==> src/rtl/key_debounce_pulse_pkg.sv <==
// key_debounce_pulse_pkg: shared FSM state encodings and key level constants.
// Imported by key_debounce_pulse and sync_ff users; no ports.
package key_debounce_pulse_pkg;
   typedef enum logic [1:0] {
      ST_IDLE         = 2'd0,
      ST_PRESS_WAIT   = 2'd1,
      ST_HELD         = 2'd2,
      ST_RELEASE_WAIT = 2'd3
   } state_t;
   localparam logic KEY_RELEASED_LVL = 1'b1;
endpackage

==> src/rtl/sync_ff.sv <==
// sync_ff: STAGES-deep flop chain bringing an asynchronous bit into the clk_i domain.
// Ports: clk_i clock, clr_i async active-high clear (loads RST_VAL), d_i async input, q_o synchronised output.
module sync_ff #(
   parameter int   STAGES  = 2,
   parameter logic RST_VAL = 1'b0
) (
   input  logic clk_i,
   input  logic clr_i,
   input  logic d_i,
   output logic q_o
);
   logic [STAGES-1:0] sync_q;
   always_ff @(posedge clk_i or posedge clr_i)
      if (clr_i) sync_q <= {STAGES{RST_VAL}};
      else       sync_q <= {sync_q[STAGES-2:0], d_i};
   assign q_o = sync_q[STAGES-1];
endmodule

==> src/rtl/key_debounce_pulse.sv <==
// key_debounce_pulse: debounces an active-low pushbutton into a level plus one-cycle press/release pulses.
// Ports: Clk clock, Clr async active-high reset, Key_n raw button (0 = pressed),
//        Pressed debounced level, Press_pulse / Release_pulse one-cycle strobes per accepted edge.
module key_debounce_pulse
   import key_debounce_pulse_pkg::*;
#(
   parameter int SYNC_STAGES     = 2,
   parameter int DEBOUNCE_CYCLES = 1000000
) (
   input  logic Clk,
   input  logic Clr,
   input  logic Key_n,
   output logic Pressed,
   output logic Press_pulse,
   output logic Release_pulse
);
   localparam int CNT_WIDTH = $clog2(DEBOUNCE_CYCLES);
   logic                 key_s;
   logic                 pressed_s;
   logic                 cnt_done;
   state_t               state_q, state_d;
   logic [CNT_WIDTH-1:0] cnt_q, cnt_d;
   logic                 pressed_q, pressed_d;
   logic                 press_q, press_d;
   logic                 release_q, release_d;
   sync_ff #(
      .STAGES  (SYNC_STAGES),
      .RST_VAL (KEY_RELEASED_LVL)
   ) u_sync (
      .clk_i (Clk),
      .clr_i (Clr),
      .d_i   (Key_n),
      .q_o   (key_s)
   );
   assign pressed_s = ~key_s;
   assign cnt_done  = cnt_q == CNT_WIDTH'(DEBOUNCE_CYCLES - 1);
   // cnt_d defaults to 0 so every state entry and every stable state clears the counter
   always_comb begin
      state_d   = state_q;
      cnt_d     = '0;
      press_d   = 1'b0;
      release_d = 1'b0;
      case (state_q)
         ST_IDLE:       if (pressed_s) state_d = ST_PRESS_WAIT;
         ST_PRESS_WAIT:
            if (!pressed_s) state_d = ST_IDLE;
            else if (cnt_done) begin
               state_d = ST_HELD;
               press_d = 1'b1;
            end else cnt_d = cnt_q + 1'b1;
         ST_HELD:       if (!pressed_s) state_d = ST_RELEASE_WAIT;
         ST_RELEASE_WAIT:
            if (pressed_s) state_d = ST_HELD;
            else if (cnt_done) begin
               state_d   = ST_IDLE;
               release_d = 1'b1;
            end else cnt_d = cnt_q + 1'b1;
         default:       state_d = ST_IDLE;
      endcase
      pressed_d = (state_d == ST_HELD) || (state_d == ST_RELEASE_WAIT);
   end
   always_ff @(posedge Clk or posedge Clr)
      if (Clr) begin
         state_q   <= ST_IDLE;
         cnt_q     <= '0;
         pressed_q <= 1'b0;
         press_q   <= 1'b0;
         release_q <= 1'b0;
      end else begin
         state_q   <= state_d;
         cnt_q     <= cnt_d;
         pressed_q <= pressed_d;
         press_q   <= press_d;
         release_q <= release_d;
      end
   assign Pressed       = pressed_q;
   assign Press_pulse   = press_q;
   assign Release_pulse = release_q;
endmodule

==> config.mk <==
export PLATFORM = sky130hd
export DESIGN_NAME = key_debounce_pulse
export DESIGN_NICKNAME = d
export VERILOG_FILES = /design/src/rtl/key_debounce_pulse_pkg.sv /design/src/rtl/sync_ff.sv /design/src/rtl/key_debounce_pulse.sv
export SDC_FILE = /design/constraint.sdc
export NUM_CORES = 1
export LEC_CHECK = 0
export CAP_MARGIN = 20
export CORE_MARGIN = 3
export CORE_UTILIZATION = 30
export DETAILED_ROUTE_END_ITERATION = 12
export PLACE_DENSITY_LB_ADDON = 0.25
export RECOVER_POWER = 100
export SYNTH_ARGS = -nofsm -noshare
export SYNTH_HDL_FRONTEND = slang
export SYNTH_HIERARCHICAL = 1
export SYNTH_SLANG_ARGS = --single-unit
==> constraint.sdc <==
create_clock -name Clk -period 2.2 [get_ports Clk]
set_clock_uncertainty 0.15 [all_clocks]
set_input_delay 0.44 -clock Clk [delete_from_list [all_inputs] [get_ports Clk]]
set_output_delay 0.44 -clock Clk [all_outputs]
set_load 0.02 [all_outputs]
==> results.md <==
* Most common cell after layout, fill and taps aside: dfrtp_1
* Setup TNS Final at 0 ps
* Vias in the first global route at approximately 910
* Post-CTS Resized at 0
* Slew Limit Fails at 0
* PortBufs at 5
* Slew HR at 59.3%
* Largest net degree at the start of global routing at 26
* Fillers at 432
* Post-CTS Hold Buffers at 0
* Die Area at roughly 0.0051 mm²
* GRT Total Usage at 10.3%
* Cell Pwr Density at around 560 mW/mm²
* Req. time, crit path at roughly 2300 ps
* Post-Route WL at between 2000 and 2500 µm
* WS Path Type: reg -> reg
* Reg2reg path depth at 4
* Initial antenna violation count at 0
* Gpl congestion at 0.786
* Synth warn at 6
* Clock buffer depth at 2
* Reg2reg end: cnt_q[18]
* Asr flop ratio synth at 100%
* Max-cap violations at 0
* Crit path from: cnt_q[7]
* Total core area at 0.00409 mm²
* Post-DP HPWL at 1800 µm
* Layout cells sized above 1 at 8.76%
* Worst slew pin tran at 610 ps
* Met2 Track Usage GR at 17.6%
* Post-CTS Setup Repair Bufs at 0
* Fin. Hold Viols at 0
* Area Growth Syn to Fin at 12.0%
* Min Tclk post-route at 2000 ps
* CTS H-tree depth at 1
* Starting Density at a little under a third
* GR Util met3 at under 10%
* Top Usage Layer GRT: met2
* Yosys reg bits at 27
* Max Clock Freq at 499 MHz
* Via density at between 5 and 6
* Crit share post-route at 91.1%
* Nets at 142
* Synthesized area per cell at 10.2 µm²
* Crit Path Max Fanout at 10
* Register area share after synthesis at 52.5%
* Number of cells in the finished layout apart from fillers at 187
* Reg2reg setup slack at around 200 ps
* Die width at 71.6 µm
* Setup violators final at 0
* I/O pin cnt at 6
* Top_reg_cell synth: dfrtp_1
* Clock sink count at 27
* Synthesized net count at ~130
* VDD IR max at 0.000274 V
* Mapped Cells at 127
* HP Class: reg -> reg
* Met1 Resource Use GR at between 10% and 20%
* RSZ-0062 raised after global routing: no
* CTS tree: yes
* # DRC at 0
* Worst setup path end: cnt_q[18]
* Post-DRT Antenna Nets at 0
* Post-DR wirelength/cell at about 13 µm
* Crit. End Element: flop
* Startpoint Class: flop
* Antenna Cells at 0
* DR pass1 iterations at 4
* Area of the mapped netlist at 0.00129 mm²
* Remaining Overflow, GRT at 0
* Row Count at 23
* Clock root cell: clkbuf_8
* Clock slew at reported path FFs at 100 ps
* Placed cells at 183
* DRT iter0 DRCs at 32
* Reg2reg start: cnt_q[7]
* CTS buffer count at 3
* First-pass GRT wire length at 4170 µm
* Outcome: completed
* Worst-Skew Late Latency at about 280 ps
* Commonest non-fill, non-tap cells in the layout: dfrtp_1, nor2_1, xnor2_1
* Number of synthesized flops with an enable pin at 0
* Die Y at 71.6 µm
* Synth unique cells at 31
* Routed via count at 939
* LEAKAGE at 0.578 nW
* Critical Path AT at 2050 ps
## synthesized netlist by cell type (3+ instances only)
library cell / number / share of area (%)
and3_1: 3 / 1.5
nand2_1: 8 / 2.3
dfrtp_1: 25 / 48
nor3_1: 6 / 2.3
nand3_1: 8 / 3.1
inv_1: 7 / 2.0
a21oi_1: 5 / 1.9
nor4_1: 6 / 2.9
nor2_1: 17 / 4.9
xnor2_1: 12 / 8.1
## worst min path at each step
| stage | end | cells after the start | from | slack, ps |
|---|---|---|---|---|
| finish | u_sync/sync_q[1] | 0 | u_sync/sync_q[0] | 220 |
| global placement | u_sync/sync_q[1] | 0 | u_sync/sync_q[0] | 200 |
| floorplan | u_sync/sync_q[0] | 1 | Clr | 200 |
| global route | u_sync/sync_q[1] | 0 | u_sync/sync_q[0] | 220 |
| detailed placement | u_sync/sync_q[1] | 0 | u_sync/sync_q[0] | 200 |
| CTS | u_sync/sync_q[1] | 0 | u_sync/sync_q[0] | 220 |
## metrics by stage
stage / hold WS, ps / area, µm² / power (mW) / setup WS [ps] / util, %
finish: 216 / 1450 / 0.816 / 197 / 35.4
global route: 225 / 1450 / 0.860 / 102 / 35.4
CTS: 219 / 1460 / 0.831 / 259 / 35.8
detailed placement: 199 / 1410 / 0.545 / 282 / 34.6
global placement: 201 / 1410 / 0.545 / 319 / 34.6
floorplan: 195 / 1290 / 0.534 / 433 / -
## cells by family after synthesis
logic type	synth area share (%)
XOR/XNOR	9.49
adder cells (fa/ha/maj)	0.968
AO/OA/AOI/OAI	5.13
AND/OR/NAND/NOR	27.2
flip-flops	52.5
multiplexers	1.55
buffers and inverters	3.19
## routing by layer
layer	wire length, µm	vias up
met5	0	-
met4	13	0
met3	102	2
met2	1190	14
met1	1110	460
li1	-	463
## power breakdown
group          switching, mW  total [mW]  internal (mW)
Clock                  0.155       0.283          0.129
Sequential           0.00391       0.506          0.502
Combinational         0.0185      0.0269        0.00839
Total                  0.177       0.816          0.639
## state kept, by name (all words and copies together) (netlist names)
| signal | count |
|---|---|
| Pressed | 1 |
| Release_pulse | 1 |
| cnt_q | 20 |
| state_q | 2 |
| u_sync/sync_q | 2 |
| Press_pulse | 1 |
## area by class of cell
cell class                      count  area (µm²)  area share (%)
Tap cell                           50        62.6            4.32
Timing Repair Buffer                8        67.6            4.67
Multi-Input combinational cell     91         564            39.0
Clock buffer                        3        41.3            2.85
Sequential cell                    27         678            46.8
Clock inverter                      1        7.51           0.519
Inverter                            7        26.3            1.82
## worst max-delay path: stages, from the launching register on
cell     delay (ps)
dfrtp_1         480
nand4_2         280
or3_4           480
or4_1           400
a21oi_1         140
Note: power is estimated with default switching activity, not from simulation.
